## src/rtl/tweet_ram_arbiter_if.sv

```systemverilog
// Bus bundle between the tweetboard requesters, the tweet RAM and the
// tweet_ram_arbiter.
//   clr_*  : clear-sweep start/status
//   wr_*   : serial receive writer (req/addr/data in, gnt/err out)
//   rd_*   : playback reader (req/addr in, gnt/valid/data out)
//   ram_*  : single RAM port (write/addr/data_in out, data_out in)
// Modport slave is the arbiter's view; master is everything around it.
interface tweet_ram_arbiter_if #(
    parameter int ADDR_W = 8,
    parameter int DATA_W = 16
);
    logic              clr_start;
    logic              clr_busy;
    logic              clr_done;
    logic              wr_req;
    logic [ADDR_W-1:0] wr_addr;
    logic [DATA_W-1:0] wr_data;
    logic              wr_gnt;
    logic              wr_err;
    logic              rd_req;
    logic [ADDR_W-1:0] rd_addr;
    logic              rd_gnt;
    logic              rd_valid;
    logic [DATA_W-1:0] rd_data;
    logic              ram_write;
    logic [ADDR_W-1:0] ram_addr;
    logic [DATA_W-1:0] ram_data_in;
    logic [DATA_W-1:0] ram_data_out;

    modport slave (
        input  clr_start, wr_req, wr_addr, wr_data, rd_req, rd_addr, ram_data_out,
        output clr_busy, clr_done, wr_gnt, wr_err, rd_gnt, rd_valid, rd_data,
               ram_write, ram_addr, ram_data_in
    );

    modport master (
        output clr_start, wr_req, wr_addr, wr_data, rd_req, rd_addr, ram_data_out,
        input  clr_busy, clr_done, wr_gnt, wr_err, rd_gnt, rd_valid, rd_data,
               ram_write, ram_addr, ram_data_in
    );
endinterface

```

## src/rtl/tweet_ram_arbiter.sv

```systemverilog
// tweet_ram_arbiter: owns the single port of the tweet RAM and shares it
// between the internal clear sweeper, the receive writer and the playback
// reader. At most one RAM operation per cycle; all RAM-side outputs and
// grants are registered, so a request seen in cycle N is served in N+1.
// Ports:
//   sysclk : clock
//   reset  : synchronous, active-high
//   bus    : tweet_ram_arbiter_if.slave (clr_*, wr_*, rd_*, ram_*)
module tweet_ram_arbiter #(
    parameter int ADDR_W    = 8,
    parameter int DATA_W    = 16,
    parameter int LAST_ADDR = 255,
    parameter int WR_LIMIT  = 160
) (
    input  logic               sysclk,
    input  logic               reset,
    tweet_ram_arbiter_if.slave bus
);

    localparam logic [ADDR_W-1:0] LAST   = LAST_ADDR[ADDR_W-1:0];
    // One extra bit so a limit equal to the full address space is expressible.
    localparam logic [ADDR_W:0]   WR_LIM = WR_LIMIT[ADDR_W:0];

    typedef enum logic [0:0] {IDLE, SWEEP} state_t;

    state_t            state_q, state_d;
    logic [ADDR_W-1:0] cnt_q, cnt_d;
    logic              ptr_rd_q, ptr_rd_d;   // 1: reader wins the next tie
    logic              busy_q, busy_d;
    logic              done_q, done_d;
    logic              wg_q, wg_d;
    logic              we_q, we_d;
    logic              rg_q, rg_d;
    logic              rv_q, rv_d;
    logic              ramw_q, ramw_d;
    logic [ADDR_W-1:0] addr_q, addr_d;
    logic [DATA_W-1:0] din_q, din_d;
    logic              pick_wr;

    always_ff @(posedge sysclk) begin
        if (reset) begin
            state_q  <= IDLE;
            cnt_q    <= '0;
            ptr_rd_q <= 1'b0;
            busy_q   <= 1'b0;
            done_q   <= 1'b0;
            wg_q     <= 1'b0;
            we_q     <= 1'b0;
            rg_q     <= 1'b0;
            rv_q     <= 1'b0;
            ramw_q   <= 1'b0;
            addr_q   <= '0;
            din_q    <= '0;
        end else begin
            state_q  <= state_d;
            cnt_q    <= cnt_d;
            ptr_rd_q <= ptr_rd_d;
            busy_q   <= busy_d;
            done_q   <= done_d;
            wg_q     <= wg_d;
            we_q     <= we_d;
            rg_q     <= rg_d;
            rv_q     <= rv_d;
            ramw_q   <= ramw_d;
            addr_q   <= addr_d;
            din_q    <= din_d;
        end
    end

    always_comb begin
        state_d  = state_q;
        cnt_d    = cnt_q;
        ptr_rd_d = ptr_rd_q;
        busy_d   = busy_q;
        done_d   = 1'b0;
        wg_d     = 1'b0;
        we_d     = 1'b0;
        rg_d     = 1'b0;
        // The read return depends only on the grant, so it survives a
        // clr_start arriving while the read is on the RAM pins.
        rv_d     = rg_q;
        ramw_d   = 1'b0;
        addr_d   = addr_q;
        din_d    = din_q;
        pick_wr  = bus.wr_req && (!bus.rd_req || !ptr_rd_q);

        case (state_q)
            IDLE: begin
                if (bus.clr_start) begin
                    state_d = SWEEP;
                    cnt_d   = '0;
                    busy_d  = 1'b1;
                end else if (pick_wr) begin
                    wg_d     = 1'b1;
                    ptr_rd_d = 1'b1;
                    if ({1'b0, bus.wr_addr} >= WR_LIM) begin
                        // Rejected: grant still pulses so the writer moves on.
                        we_d = 1'b1;
                    end else begin
                        ramw_d = 1'b1;
                        addr_d = bus.wr_addr;
                        din_d  = bus.wr_data;
                    end
                end else if (bus.rd_req) begin
                    rg_d     = 1'b1;
                    ptr_rd_d = 1'b0;
                    addr_d   = bus.rd_addr;
                end
            end
            SWEEP: begin
                ramw_d = 1'b1;
                addr_d = cnt_q;
                din_d  = '0;
                if (cnt_q == LAST) begin
                    state_d = IDLE;
                    cnt_d   = '0;
                    busy_d  = 1'b0;
                    done_d  = 1'b1;
                end else begin
                    cnt_d = cnt_q + 1'b1;
                end
            end
            default: state_d = IDLE;
        endcase
    end

    assign bus.clr_busy    = busy_q;
    assign bus.clr_done    = done_q;
    assign bus.wr_gnt      = wg_q;
    assign bus.wr_err      = we_q;
    assign bus.rd_gnt      = rg_q;
    assign bus.rd_valid    = rv_q;
    // RAM output is stable for the whole valid cycle; pass it through and
    // hold it at zero otherwise.
    assign bus.rd_data     = rv_q ? bus.ram_data_out : '0;
    assign bus.ram_write   = ramw_q;
    assign bus.ram_addr    = addr_q;
    assign bus.ram_data_in = din_q;

endmodule
```

## src/flat_wrapper.sv

```systemverilog
// flat-port wrapper written by rule: the top's interface ports become plain ports
module tweet_ram_arbiter_flat 
#(
    parameter int ADDR_W    = 8,
    parameter int DATA_W    = 16,
    parameter int LAST_ADDR = 255,
    parameter int WR_LIMIT  = 160
)
  (sysclk, reset, bus_clr_start, bus_wr_req, bus_wr_addr, bus_wr_data, bus_rd_req, bus_rd_addr, bus_ram_data_out, bus_clr_busy, bus_clr_done, bus_wr_gnt, bus_wr_err, bus_rd_gnt, bus_rd_valid, bus_rd_data, bus_ram_write, bus_ram_addr, bus_ram_data_in);
  tweet_ram_arbiter_if #(.ADDR_W(ADDR_W), .DATA_W(DATA_W)) bus_i ();
  input  logic sysclk;
  input  logic reset;
  input wire logic [$bits(bus_i.clr_start)-1:0] bus_clr_start;
  input wire logic [$bits(bus_i.wr_req)-1:0] bus_wr_req;
  input wire logic [$bits(bus_i.wr_addr)-1:0] bus_wr_addr;
  input wire logic [$bits(bus_i.wr_data)-1:0] bus_wr_data;
  input wire logic [$bits(bus_i.rd_req)-1:0] bus_rd_req;
  input wire logic [$bits(bus_i.rd_addr)-1:0] bus_rd_addr;
  input wire logic [$bits(bus_i.ram_data_out)-1:0] bus_ram_data_out;
  output wire logic [$bits(bus_i.clr_busy)-1:0] bus_clr_busy;
  output wire logic [$bits(bus_i.clr_done)-1:0] bus_clr_done;
  output wire logic [$bits(bus_i.wr_gnt)-1:0] bus_wr_gnt;
  output wire logic [$bits(bus_i.wr_err)-1:0] bus_wr_err;
  output wire logic [$bits(bus_i.rd_gnt)-1:0] bus_rd_gnt;
  output wire logic [$bits(bus_i.rd_valid)-1:0] bus_rd_valid;
  output wire logic [$bits(bus_i.rd_data)-1:0] bus_rd_data;
  output wire logic [$bits(bus_i.ram_write)-1:0] bus_ram_write;
  output wire logic [$bits(bus_i.ram_addr)-1:0] bus_ram_addr;
  output wire logic [$bits(bus_i.ram_data_in)-1:0] bus_ram_data_in;
  assign bus_i.clr_start = bus_clr_start;
  assign bus_i.wr_req = bus_wr_req;
  assign bus_i.wr_addr = bus_wr_addr;
  assign bus_i.wr_data = bus_wr_data;
  assign bus_i.rd_req = bus_rd_req;
  assign bus_i.rd_addr = bus_rd_addr;
  assign bus_i.ram_data_out = bus_ram_data_out;
  assign bus_clr_busy = bus_i.clr_busy;
  assign bus_clr_done = bus_i.clr_done;
  assign bus_wr_gnt = bus_i.wr_gnt;
  assign bus_wr_err = bus_i.wr_err;
  assign bus_rd_gnt = bus_i.rd_gnt;
  assign bus_rd_valid = bus_i.rd_valid;
  assign bus_rd_data = bus_i.rd_data;
  assign bus_ram_write = bus_i.ram_write;
  assign bus_ram_addr = bus_i.ram_addr;
  assign bus_ram_data_in = bus_i.ram_data_in;
  tweet_ram_arbiter #(.ADDR_W(ADDR_W), .DATA_W(DATA_W), .LAST_ADDR(LAST_ADDR), .WR_LIMIT(WR_LIMIT)) u_core (.sysclk(sysclk), .reset(reset), .bus(bus_i));
endmodule
```

## config.mk

```make
export PLATFORM = sky130hd
export DESIGN_NAME = tweet_ram_arbiter_flat
export DESIGN_NICKNAME = d
export VERILOG_FILES = /design/src/rtl/tweet_ram_arbiter_if.sv /design/src/rtl/tweet_ram_arbiter.sv /design/src/flat_wrapper.sv
export SDC_FILE = /design/constraint.sdc
export NUM_CORES = 1
export LEC_CHECK = 0
export ABC_AREA = 1
export CAP_MARGIN = 10
export CORE_MARGIN = 8
export CORE_UTILIZATION = 36
export CTS_CLUSTER_DIAMETER = 120
export DETAILED_ROUTE_END_ITERATION = 10
export GPL_ROUTABILITY_DRIVEN = 0
export PLACE_DENSITY = 0.73
export SYNTH_ARGS = -nofsm -noshare
export SYNTH_HDL_FRONTEND = slang
export SYNTH_SLANG_ARGS = --single-unit
```

## constraint.sdc

```tcl
create_clock -name sysclk -period 1.3 [get_ports sysclk]
set_input_delay 0.39 -clock sysclk [delete_from_list [all_inputs] [get_ports sysclk]]
set_output_delay 0.39 -clock sysclk [all_outputs]
set_load 0.05 [all_outputs]
```

* Yosys cells after proc, flatten, opt, wreduce, memory -nomap -nowiden
Cells that the tools add are included.
Cells by class: add/subtract/negate cells 1, bitwise gates (word level) 3, eq/ne operators 8, muxes and demuxes 29, reductions and logical operators 13, $lt $le $gt $ge 1
Operators by type and width (number):
- 2-to-1 mux 16 bit | 4
- 2-to-1 mux 8 bit | 6
- one-hot mux 16 bit (2 select lines) | 1
- one-hot mux 8 bit (2 select lines) | 2
- 2-to-1 mux 1 bit | 13
- AND reduction 3 bit | 3
- adder 8 x 1 -> 8 bit, second input constant | 1
- equality test 8 bit, second input constant | 1
- >= comparator 8 bit, second input constant | 1
- != test 2 bit, second input constant | 4
- OR reduction 4 bit | 2
- one-hot mux 1 bit (2 select lines) | 3
- != test 3 x 2 -> 1 bit, second input constant | 1
- != test 3 bit, second input constant | 1
- inverter 1 bit | 3
- OR reduction 3 bit | 1
- logical NOT 1 bit | 2
- != test 2 x 1 -> 1 bit, second input constant | 1
- AND reduction 2 bit | 1
- nonzero test 2 bit | 1
- OR reduction 2 bit | 1
- logical AND 1 bit | 1
- logical OR 1 bit | 1
Storage, ports and cells: output and inout port bits 47, input bits 53, register bits 41, logic and storage cells 67

* Depth between registers and ports, before layout
depth after elaboration 6, mapped depth 9, mapped depth without buffers 8

* Worst setup path before layout
No wires, ideal clock.
kind reg2out, from register u_core.rv_q, in the netlist u_core.bus.rd_valid, to output bus_rd_data[10], stages on the path, launching flop included 5, setup slack -623 ps, required time 910 ps, arrival time 1533 ps, buffers on the path 2, cell sequence dfxtp_1 > clkbuf_1 > clkbuf_1 > nand2_1 > inv_1
Between the ends: cells in the longest elaborated chain, start to end 1
RTL lines:
- start: declaration | RTL line tweet_ram_arbiter.sv:34 | logic rv_q, rv_d;
- start signal: assignment | RTL line tweet_ram_arbiter.sv:63 | rv_q <= rv_d;
- 2-to-1 mux 16 bit | RTL line tweet_ram_arbiter.sv:135 | assign bus.rd_data = rv_q ? bus.ram_data_out : '0;
- end: declaration | RTL line flat_wrapper.sv:26 | output wire logic [$bits(bus_i.rd_data)-1:0] bus_rd_data;
No other way between the ends.

* Worst setup path after layout
Ends and elaborated chain as after synthesis.

==> results.cfg <==
[outcome]
outcome = complete, but fails checks
violations = negative setup slack

[worst_setup_path]
arrival_ns = 1.18
critPathMaxFanout = 5
critPathRequiredTime_ns = 0.91
crit_end = bus_rd_data[10]
r2r-start = u_core.ptr_rd_q
r2r_slack_ns = -0.14
worstRegToRegCells = 8
start_kind = flip-flop
reg2reg_to = u_core.bus.ram_data_in[4]
cp-startpoint = u_core.bus.rd_valid
endpoint_kind = output port
path_class = flip-flop to output port

[grt]
grt_overflow = 0
grt_pass1_wl_um = 12800
globalRouteTotalUtil_pct = 19.1
grt_max_degree = 16
antenna_found_initial = 0
grt_pass1_vias = 2633

[drt]
vias = 2581
wirelength_um = 9530
top_layer = met4
drtIter0Drc = 152
viasPerCell = 5.03
routedWlPerCell_um = 18.6
drc = 0
ant_nets = 0
wl_met2_um = 5050
wl_met3_um = 579
drt-met1-wl_um = 3560
firstDrtPassIters = 4

[clock_network]
clock_sinks = 41
clock_latency_ns = 0.30
clkTransAtPathRegs_ns = 0.08
htreeDepth = 2
cts_tree = done
clockBufferDepth = 2
holdBufCountCts = 0
numCtsBuffers = 5
cts_root_buf = clkbuf_8

[final_layout]
layout_commonest_cell = nand2_1
diodes = 0
drive_gt1_share_pct = 44.2
layout.nets = 494
final_cell_mix = nand2_1, buf_12, buf_4, dfxtp_1, clkdlybuf4s50_1
syn2layout_area_growth_pct = 118

[power]
irDropWorstVdd_mv = 0.774
power.total_uw = 3550
power.leakage_uw = 0.00197
power_density_nw_per_um2 = 805

[sta]
finalMaxSlewViolations = 0
setup_viol = 32
period_needed_ns = 1.57
skew_ns = 0.00488
worst_pin_slew_ns = 0.286
finalWorstSetupSlack_ns = -0.271
worst_hold_slack_ns = 0.502
fmax_ghz = 0.637
hold_viol_final = 0
rsz0062_at_grt = true
timing.final.crit_share_pct = 121
relSlewSlack_pct = 80.7

[synth]
yosys.area_share.simple_pct = 37.1
synth_cell_type_count = 27
ys_warn_count = 0
syn_area_per_cell_um2 = 6.70
synth_area_leaders = dfxtp_1, nand2_1, inv_1, nand3_1, nor2_1
synthFlopType = dfxtp_1
synth_top_area_cell = dfxtp_1
synth_top_area_share_pct = 40.7
netlist_area_um2 = 2020
synth_xor_area_share_pct = 0.868
synth_fa_ha_area_share_pct = 0.620
async_flop_share_pct = 0
synth_top_family_by_area = simple AND/OR/NAND/NOR gates
synth_seq_cells = 41
synth-compound-area-share_pct = 7.69
netlist_instances = 301
synth_edf_count = 0
synth.area.mux_share_pct = 0
synth_seq_area_share_pct = 40.7
synth_nets = 355

[die]
row_count = 27
fp.dieW_um = 90.9
io_pins = 100
die_y_um = 90.9
core_um2 = 5470
start_util_pct = 36.9
die-area_um2 = 8250

[job]
maxCapViolCount = 0

[place]
io_buffers = 99
dpl.hpwl_um = 6050

[worst_hold_path]
hold_path.class = flip-flop to flip-flop
-- through the flow --
step	setup slack [ns]	area, um2	setup TNS (ns)	utilization, %	std cells
6_report	-0.271	4410	-5.03	80.5	513
5_1_grt	-0.309	4410	-6.74	80.5	513
4_1_cts	-0.228	4170	-3.65	76.2	510
3_5_place_dp	-0.529	3820	-19.05	69.8	489
3_3_place_gp	-0.440	3820	-17.35	69.8	489
2_1_floorplan	-0.101	2140	-1.01	-	301
-- area by class of cell --
class | instances | area (um2)
inverter | 45 | 231
multi-input combinational | 201 | 1270
fill | 294 | 1070
tap | 72 | 90.1
clock inverter | 2 | 13.8
timing repair buffer | 146 | 1880
sequential | 41 | 832
clock buffer | 6 | 82.6
-- worst max-delay path, cell delays in order, from the launching register on --
cell,delay [ns]
dfxtp_4,0.37
buf_6,0.15
nand2_4,0.10
clkinvlp_4,0.11
buf_12,0.16
-- timing repair --
item	in CTS	in global routing
resized for setup	66	60
setup buffers	12	3
setup endpoints to repair	44	46
pin swaps	20	27
cloned	1	1
-- kinds of logic after synthesis --
logic type | count (synthesis)
flip-flops | 41
buffers and inverters | 59
XOR/XNOR | 2
adder cells (fa/ha/maj) | 1
AND/OR/NAND/NOR | 168
AO/OA/AOI/OAI | 30
-- worst min path at each step --
stage                                from                         end  slack [ns]  depth (start not counted)
2_1_floorplan             u_core.cnt_q[7]             u_core.cnt_q[7]        0.46                          2
3_3_place_gp            u_core.bus.rd_gnt         u_core.bus.rd_valid        0.45                          2
3_5_place_dp            u_core.bus.rd_gnt         u_core.bus.rd_valid        0.45                          2
4_1_cts                 u_core.bus.rd_gnt         u_core.bus.rd_valid        0.48                          2
5_1_grt        u_core.bus.ram_data_in[12]  u_core.bus.ram_data_in[12]        0.53                          2
6_report                  u_core.cnt_q[7]             u_core.cnt_q[7]        0.50                          2
-- Yosys cell counts (2+ instances only) --
cell	number
nand2_1	92
inv_1	44
dfxtp_1	41
nand3_1	33
nor2_1	28
a21oi_1	18
o21ai_0	10
clkbuf_1	5
buf_6	4
buf_2	3
nand3b_1	3
buf_4	2
nand2_2	2
nand3_2	2
nor2_2	2
-- report_power, final --
part | switching, uW | internal [uW] | leakage [uW]
combinational | 648 | 604 | 0.00158
clock | 463 | 431 | 0.0000512
sequential | 79.5 | 1320 | 0.000337
total | 1190 | 2360 | 0.00197
-- sequential cells by signal, indices dropped and copies added (netlist names) --
register	cells
u_core.cnt_q	8
u_core.bus.wr_err	1
u_core.bus.rd_gnt	1
u_core.bus.rd_valid	1
u_core.bus.wr_gnt	1
u_core.bus.ram_data_in	16
u_core.bus.ram_write	1
u_core.state_q	1
u_core.ptr_rd_q	1
u_core.bus.ram_addr	8
u_core.bus.clr_busy	1
u_core.bus.clr_done	1
-- metal layers --
| metal | vias up | GRT usage [%] |
|---|---|---|
| li1 | 1210 | - |
| met1 | 1207 | 20.2 |
| met2 | 138 | 36.4 |
| met3 | 26 | 4.99 |
| met4 | 0 | 4.50 |
| met5 | - | 0 |
Note: power is estimated with default switching activity, not from simulation.
